File: src/rtl/logic_unit_pipe.sv
// rtl/logic_unit_pipe.sv - pipelined bitwise logic unit with elastic valid/ready stages
//
// Computes one of eight bitwise operations on A/B and derives ZERO/ONES/PARITY
// from the result in the same cycle. Result and flags then travel together
// through STAGES elastic register stages.
//
// Ports:
//   clk        in   rising-edge clock
//   reset      in   asynchronous, active-low reset
//   in_valid   in   A/B/OP valid this cycle
//   in_ready   out  unit accepts input this cycle (combinational)
//   A, B       in   N_BITS operands
//   OP         in   3-bit operation select
//   out_valid  out  C/flags valid
//   out_ready  in   consumer accepts output
//   C          out  N_BITS result
//   ZERO       out  C == 0
//   ONES       out  C == all ones
//   PARITY     out  XOR-reduction of C

module logic_unit_pipe #(
    parameter int N_BITS = 8,
    parameter int STAGES = 2
) (
    input  logic              clk,
    input  logic              reset,
    input  logic              in_valid,
    output logic              in_ready,
    input  logic [N_BITS-1:0] A,
    input  logic [N_BITS-1:0] B,
    input  logic [2:0]        OP,
    output logic              out_valid,
    input  logic              out_ready,
    output logic [N_BITS-1:0] C,
    output logic              ZERO,
    output logic              ONES,
    output logic              PARITY
);

    if (N_BITS < 1) begin : g_bad_width
        $error("logic_unit_pipe: N_BITS must be >= 1");
    end

    if (STAGES < 1 || STAGES > 4) begin : g_bad_stages
        $error("logic_unit_pipe: STAGES must be in 1..4");
    end

    localparam logic [2:0] OP_AND  = 3'd0;
    localparam logic [2:0] OP_OR   = 3'd1;
    localparam logic [2:0] OP_XOR  = 3'd2;
    localparam logic [2:0] OP_NAND = 3'd3;
    localparam logic [2:0] OP_NOR  = 3'd4;
    localparam logic [2:0] OP_XNOR = 3'd5;
    localparam logic [2:0] OP_ANDN = 3'd6;
    localparam logic [2:0] OP_PASS = 3'd7;

    // Stage payload layout: {result, zero, ones, parity}
    localparam int W = N_BITS + 3;

    logic [N_BITS-1:0] result;
    logic [W-1:0]      stage_in;

    always_comb begin
        result = '0;
        case (OP)
            OP_AND:  result = A & B;
            OP_OR:   result = A | B;
            OP_XOR:  result = A ^ B;
            OP_NAND: result = ~(A & B);
            OP_NOR:  result = ~(A | B);
            OP_XNOR: result = ~(A ^ B);
            OP_ANDN: result = A & ~B;
            OP_PASS: result = A;
            default: result = '0;
        endcase
    end

    assign stage_in = {result, ~|result, &result, ^result};

    // One generate block per stage. Each stage sees the valid/data of the
    // stage before it (stage 0 sees the unit inputs) and the ready of the
    // stage after it (the last stage sees out_ready). A stage is ready, and
    // therefore loads, whenever it is empty or its successor is ready, so
    // bubbles collapse even while the consumer is stalled.
    for (genvar k = 0; k < STAGES; k++) begin : g_stage
        logic         v_q;
        logic         v_d;
        logic [W-1:0] data_q;
        logic [W-1:0] data_d;
        logic         prev_v;
        logic [W-1:0] prev_data;
        logic         next_rdy;
        logic         rdy;

        if (k == 0) begin : g_src
            assign prev_v    = in_valid;
            assign prev_data = stage_in;
        end else begin : g_src
            assign prev_v    = g_stage[k-1].v_q;
            assign prev_data = g_stage[k-1].data_q;
        end

        if (k == STAGES - 1) begin : g_sink
            assign next_rdy = out_ready;
        end else begin : g_sink
            assign next_rdy = g_stage[k+1].rdy;
        end

        assign rdy = ~v_q | next_rdy;

        always_comb begin
            v_d    = v_q;
            data_d = data_q;
            if (rdy) begin
                v_d = prev_v;
                // Data only moves with a valid item, so an empty stage
                // passing through keeps the last payload it held.
                if (prev_v) begin
                    data_d = prev_data;
                end
            end
        end

        always_ff @(posedge clk or negedge reset) begin
            if (!reset) begin
                v_q    <= 1'b0;
                data_q <= '0;
            end else begin
                v_q    <= v_d;
                data_q <= data_d;
            end
        end
    end

    assign in_ready  = g_stage[0].rdy;
    assign out_valid = g_stage[STAGES-1].v_q;
    assign {C, ZERO, ONES, PARITY} = g_stage[STAGES-1].data_q;

endmodule
File: config.mk
export PLATFORM = sky130hd
export DESIGN_NAME = logic_unit_pipe
export DESIGN_NICKNAME = d
export VERILOG_FILES = /design/src/rtl/logic_unit_pipe.sv
export SDC_FILE = /design/constraint.sdc
export NUM_CORES = 1
export LEC_CHECK = 0
export CAP_MARGIN = 10
export CORE_MARGIN = 10
export CORE_UTILIZATION = 45
export DETAILED_ROUTE_END_ITERATION = 6
export HOLD_SLACK_MARGIN = 0.08
export MAX_ROUTING_LAYER = met4
export PLACE_DENSITY = 0.67
export SETUP_SLACK_MARGIN = 0.5
export SLEW_MARGIN = 20
export SYNTH_ARGS = -nofsm -noshare
export SYNTH_HDL_FRONTEND = slang
export SYNTH_SLANG_ARGS = --single-unit
File: constraint.sdc
create_clock -name clk -period 1.7 [get_ports clk]
set_input_delay 0.17 -clock clk [delete_from_list [all_inputs] [get_ports clk]]
set_output_delay 0.17 -clock clk [all_outputs]
set_load 0.005 [all_outputs]
## Yosys cells after proc, flatten, opt, wreduce, memory -nomap -nowiden

Index checks and enable logic that the tools add are counted.

- Bits in registers: 24
- Input port bits: 23
- Output and inout bits: 13
- Word-level logic and storage cells: 31

- Equal/unequal tests: 7
- Mux-type cells: 1
- Bitwise gates (word level): 12
- Reductions and logical operators: 7

Operators by type and width:

| kind | count |
|---|---|
| $pmux W8 S8 | 1 |
| $not A8 Y8 | 4 |
| $and A8 B8 Y8 | 2 |
| $eq A3 B3 Y1 const B | 4 |
| $or A8 B8 Y8 | 1 |
| $reduce_and A8 Y1 | 1 |
| $reduce_or A8 Y1 | 1 |
| $reduce_xor A8 Y1 | 1 |
| $xor A8 B8 Y8 | 1 |
| $eq A3 B2 Y1 const B | 2 |
| $reduce_and A2 Y1 | 2 |
| $eq A3 B1 Y1 const B | 1 |
| $logic_not A3 Y1 | 1 |
| $not A1 Y1 | 2 |
| $or A1 B1 Y1 | 2 |
| $logic_not A1 Y1 | 1 |

## Depth between registers and ports, before layout

Gate-level depths: netlist of the first run.

- Depth in word-level cells: 5
- Gate-level depth with buffers: 12
- Mapped depth without buffers: 11

## Least setup slack after synthesis of the first run

No wires, ideal clock.

- Path kind: input -> register
- Start: in A[2]
- End: reg g_stage[0].data_q[0]
- Arrival: 1.913 ns
- Required time: 1.564 ns
- Setup slack: -0.349 ns
- Stages: 11
- Path buffers: 0
- Path through: inv_1 > ha_1 > nor2_1 > a21oi_1 > mux2_1 > a221oi_2 > inv_1 > ha_1 > xnor2_1 > xnor2_1 > o21ai_0

- Word-level cells in the longest chain between the ends: 4
- Elaborated cells on any way between the ends: 9
- Classes of those cells: mux (1); bitwise (7); reduce/logical (1)

RTL lines:

| what | line | RTL |
|---|---|---|
| from (decl) | 29 | `input logic [N_BITS-1:0] A,` |
| $xor A8 B8 Y8, or another cell as far along | 68, 71 |  |
| $not A8 Y8 (on tied branches) | 71, 69, 70 |  |
| $pmux W8 S8 * | 65 | `case (OP)` |
| net g_stage[0].prev_data[5] | 91 | `logic [W-1:0] prev_data;` |
| $reduce_xor A8 Y1 * | 78 | `assign stage_in = {result, ~\|result, &result, ^result};` |
| to (signal assigned) | 130 | `data_q <= data_d;` |
| to (decl) | 88 | `logic [W-1:0] data_q;` |

The timed path passes the listed nets; every way through them passes the cells marked *.
A chain may end at the register's enable or synchronous reset.

## Worst setup path after layout of the first run

- Start: in B[6]
- End: reg g_stage[0].data_q[0]

- Word-level cells in the longest chain between the ends: 4
- Elaborated cells on any way between the ends: 10
- Classes of those cells: mux (1); bitwise (8); reduce/logical (1)

RTL lines:

| what | line | RTL |
|---|---|---|
| from (decl) | 30 | `input logic [N_BITS-1:0] B,` |
| $not A8 Y8, or another cell as far along | 72 | `OP_ANDN: result = A & ~B;` |
| $and A8 B8 Y8, or another cell as far along | 72 |  |
| $pmux W8 S8 * | 65 |  |
| net g_stage[0].prev_data[9] | 91 |  |
| $reduce_xor A8 Y1 * | 78 |  |

Marked as above.

==> summary.txt, run 1 <==
Final layout
  • Final net count: 381
  • Area growth from synthesis to layout: 83.8%
  • Inserted Diodes: 0
  • Fillers: 209
  • Non-Filler Instances: 377
  • Area of the multi-input gates: 1820 µm²
  • Fraction of layout cells with a size suffix above 1: 63.1%
  • Sequential cell area: 601 µm²

Logic synthesis
  • Post-Syn Instances: 224
  • Top-count cell post-synth: ha_1
  • Unique masters post-synth: 41
  • Syn_area_per_cell: 9.41 µm²
  • Top-area cell type share of the netlist area: 28.5%
  • Share of the yosys chip area belonging to registers: 28.5%
  • Post-synth top flop: dfrtp_1
  • Syn nets: 279
  • Yosys top cell by area: dfrtp_1
  • Yosys warning count: 0
  • Synth area leaders: dfrtp_1 (29%), ha_1 (19%), mux2_2 (9.6%)
  • Synth Cell Area: 2110 µm²
  • Top cells by count, synth: ha_1 (32), inv_1 (28), dfrtp_1 (24)
  • Number of synthesized flops with an enable pin: 0
  • FFs w/ async S/R, synth: 100%
  • Yosys reg bits: 24

Route
  • DR vias/cell: 5.62
  • DRT Wirelength: 7.34 mm
  • Iter 0 DRT Violations: 58
  • Via count: 2119
  • Average wire per cell in the routed design: 19.5 µm
  • Pre-antenna DRT Iters: 4
  • Drc violations: 0
  • Post-route ant nets: 0

Pwr
  • Design Power: 2.43 mW
  • Lkg Pwr: 1.75 nW
  • Maximum vdd drop: 0.310 mV
  • Cell area power density: 627 nW/µm²

Job
  • Maximum Capacitance Violations: 0

Critical path
  • CP arrival: 2.01 ns
  • CP startpoint: B[6]
  • CP max-delay cell: ha_4
  • Worst setup EP type: flip-flop
  • Critical Path RT: 1.87 ns
  • Crit-path leading delay family: compound AO/OA/AOI/OAI gates
  • Critical Path Fanout Max: 4
  • WS Path Type: in2reg
  • Worst path max stage delay: 0.26 ns
  • WP buf/inv: 4
  • R2R Path Start: g_stage[0].v_q$_DFFE_PN0N_
  • Worst Setup Start Kind: primary input
  • Crit-path cells: buf_6, buf_6, inv_12, ha_4, o22ai_2, a211oi_2, o211ai_1, inv_1, ha_4, xnor2_2, xnor2_1, o21ai_1

Global routing
  • Total track usage: 16.9%
  • Total grt overflow: 0
  • Initial antenna violation count: 0
  • Largest net degree at the start of global routing: 25
  • Vias in the first global route: 2206
  • First-pass GRT wire length: 10.4 mm

Timing
  • Worst Max-Slew Pin Slew: 0.297 ns
  • Fin crit period: 1.84 ns
  • Hold Vio Cnt, Final: 0
  • Final period util: 108%
  • Setup total negative slack: -0.174 ns
  • RSZ-0062 raised after global routing: true
  • Max Freq: 544 MHz
  • Slew HR: 80.1%
  • # setup viols final: 2
  • Worst setup margin: -0.137 ns
  • Fin. max-slew vios: 0
  • Layout Skew: 0.00864 ns

Clock network
  • Clock Path Buffers: 2
  • Clock Sinks: 24
  • CTS Buf Count: 3
  • TritonCTS clock tree: done
  • Clock latency on the worst-skew pair: 0.27 ns
  • Reg clk slew, reported paths: 0.09 ns
  • H-tree Lvls: 1
  • Root buffer cell: clkbuf_8

Floorplanning
  • Core area: 4440 µm²
  • Die area: 7820 µm²
  • Top Ports: 36
  • Starting Density: 47.4%
  • X dimension of the die: 88.4 µm
  • Row Count: 24
  • Die Y-Extent: 88.4 µm

Placement
  • Inst Count DP: 344
  • Place WS: -0.976 ns
  • DP HPWL: 3.64 mm
  • Routability cong.: 0.748
  • Port-buffer cells: 35

Run status
  • Status: finished with violations
  • Failing checks: setup timing

Min path
  • Min-delay worst type: in2async
==> final timing paths <==
path / slack, ns / endpoint / depth (start not counted)
min in group clk: 0.50 / g_stage[1].data_q[7]$_DFFE_PN0P_ / 1
setup / recovery: -0.14 / g_stage[0].data_q[0]$_DFFE_PN0P_ / 12
setup reg to reg: 0.47 / g_stage[0].data_q[5]$_DFFE_PN0P_ / 4
max in group asynchronous: 1.22 / g_stage[0].data_q[8]$_DFFE_PN0P_ / 2
hold / removal: 0.25 / g_stage[0].data_q[0]$_DFFE_PN0P_ / 2
hold reg to reg: 0.50 / g_stage[1].data_q[7]$_DFFE_PN0P_ / 1
==> sequential cells by signal, indices dropped and copies added (netlist names) <==
| name | count |
|---|---|
| g_stage.v_q | 1 |
| out_valid | 1 |
| g_stage.data_q | 22 |
==> repair_timing <==
item	in CTS	in global routing
cloned	3	0
resized for setup	204	31
hold buffers	0	0
setup endpoints to repair	24	18
pin swaps	50	26
buffers inserted	24	2
==> area by class of cell <==
| type | instances | area share [%] |
|---|---|---|
| inverter | 29 | 4.72 |
| multi-input combinational | 158 | 47.0 |
| clock buffer | 4 | 1.42 |
| tap | 52 | 1.68 |
| sequential | 24 | 15.5 |
| timing repair buffer | 110 | 29.7 |
==> power breakdown <==
group	total [mW]	internal (mW)	switching [mW]
clock network	0.398	0.207	0.190
logic	1.27	0.741	0.529
registers	0.762	0.700	0.0616
total	2.43	1.65	0.781
==> routing by layer <==
layer / part of all wire (%) / up-vias / GRT usage, %
met5: 0 / - / -
met4: 3.1 / 0 / 5.58
met3: 4.3 / 27 / 1.84
met2: 55 / 79 / 32.5
met1: 38 / 1041 / 17.4
li1: - / 972 / -
==> layout by cell type (no fill, tap or decap), drive strengths merged, types with 4 or more instances in the layout <==
master / count
nand2b: 13
nand3: 4
o32ai: 7
dfrtp: 24
dlygate4sd2: 12
o21ai: 9
buf: 94
inv: 28
nor2b: 6
ha: 32
mux2: 20
nand2: 15
a21oi: 14
nor2: 8
clkbuf: 5
==> kinds of logic (layout without fill, tap and decap cells) <==
group                    after synthesis  in the layout  synth area share, %
multiplexers                          24             24                 13.8
adder cells (fa/ha/maj)               32             32                 19.0
buffers and inverters                 42            143                 9.44
AND/OR/NAND/NOR                       56             56                 13.8
flip-flops                            24             24                 28.5
XOR/XNOR                               3              3                 1.25
AO/OA/AOI/OAI                         43             43                 14.3
==> stage by stage <==
| step | instance area (µm²) | hold slack (ns) | util [%] |
|---|---|---|---|
| finish | 3870 | 0.248 | 87.2 |
| global route | 3870 | 0.295 | 87.2 |
| CTS | 3730 | 0.272 | 83.9 |
| detailed placement | 3030 | 0.471 | 68.2 |
| global placement | 3030 | 0.464 | 68.2 |
| floorplan | 2370 | -0.126 | - |
No activity file was read; power rests on OpenSTA's default activity.
==> run 2, diff against run 1 <==
--- a/config.mk
+++ b/config.mk
@@ -8,6 +8,7 @@
 export CAP_MARGIN = 10
 export CORE_MARGIN = 10
 export CORE_UTILIZATION = 45
+export CTS_BUF_LIST = sky130_fd_sc_hd__clkbuf_4 sky130_fd_sc_hd__clkbuf_8
 export DETAILED_ROUTE_END_ITERATION = 6
 export HOLD_SLACK_MARGIN = 0.08
 export MAX_ROUTING_LAYER = met4
==> results of run 2 <==
No change in the layout: final DEF, timing and power equal those of run 1.
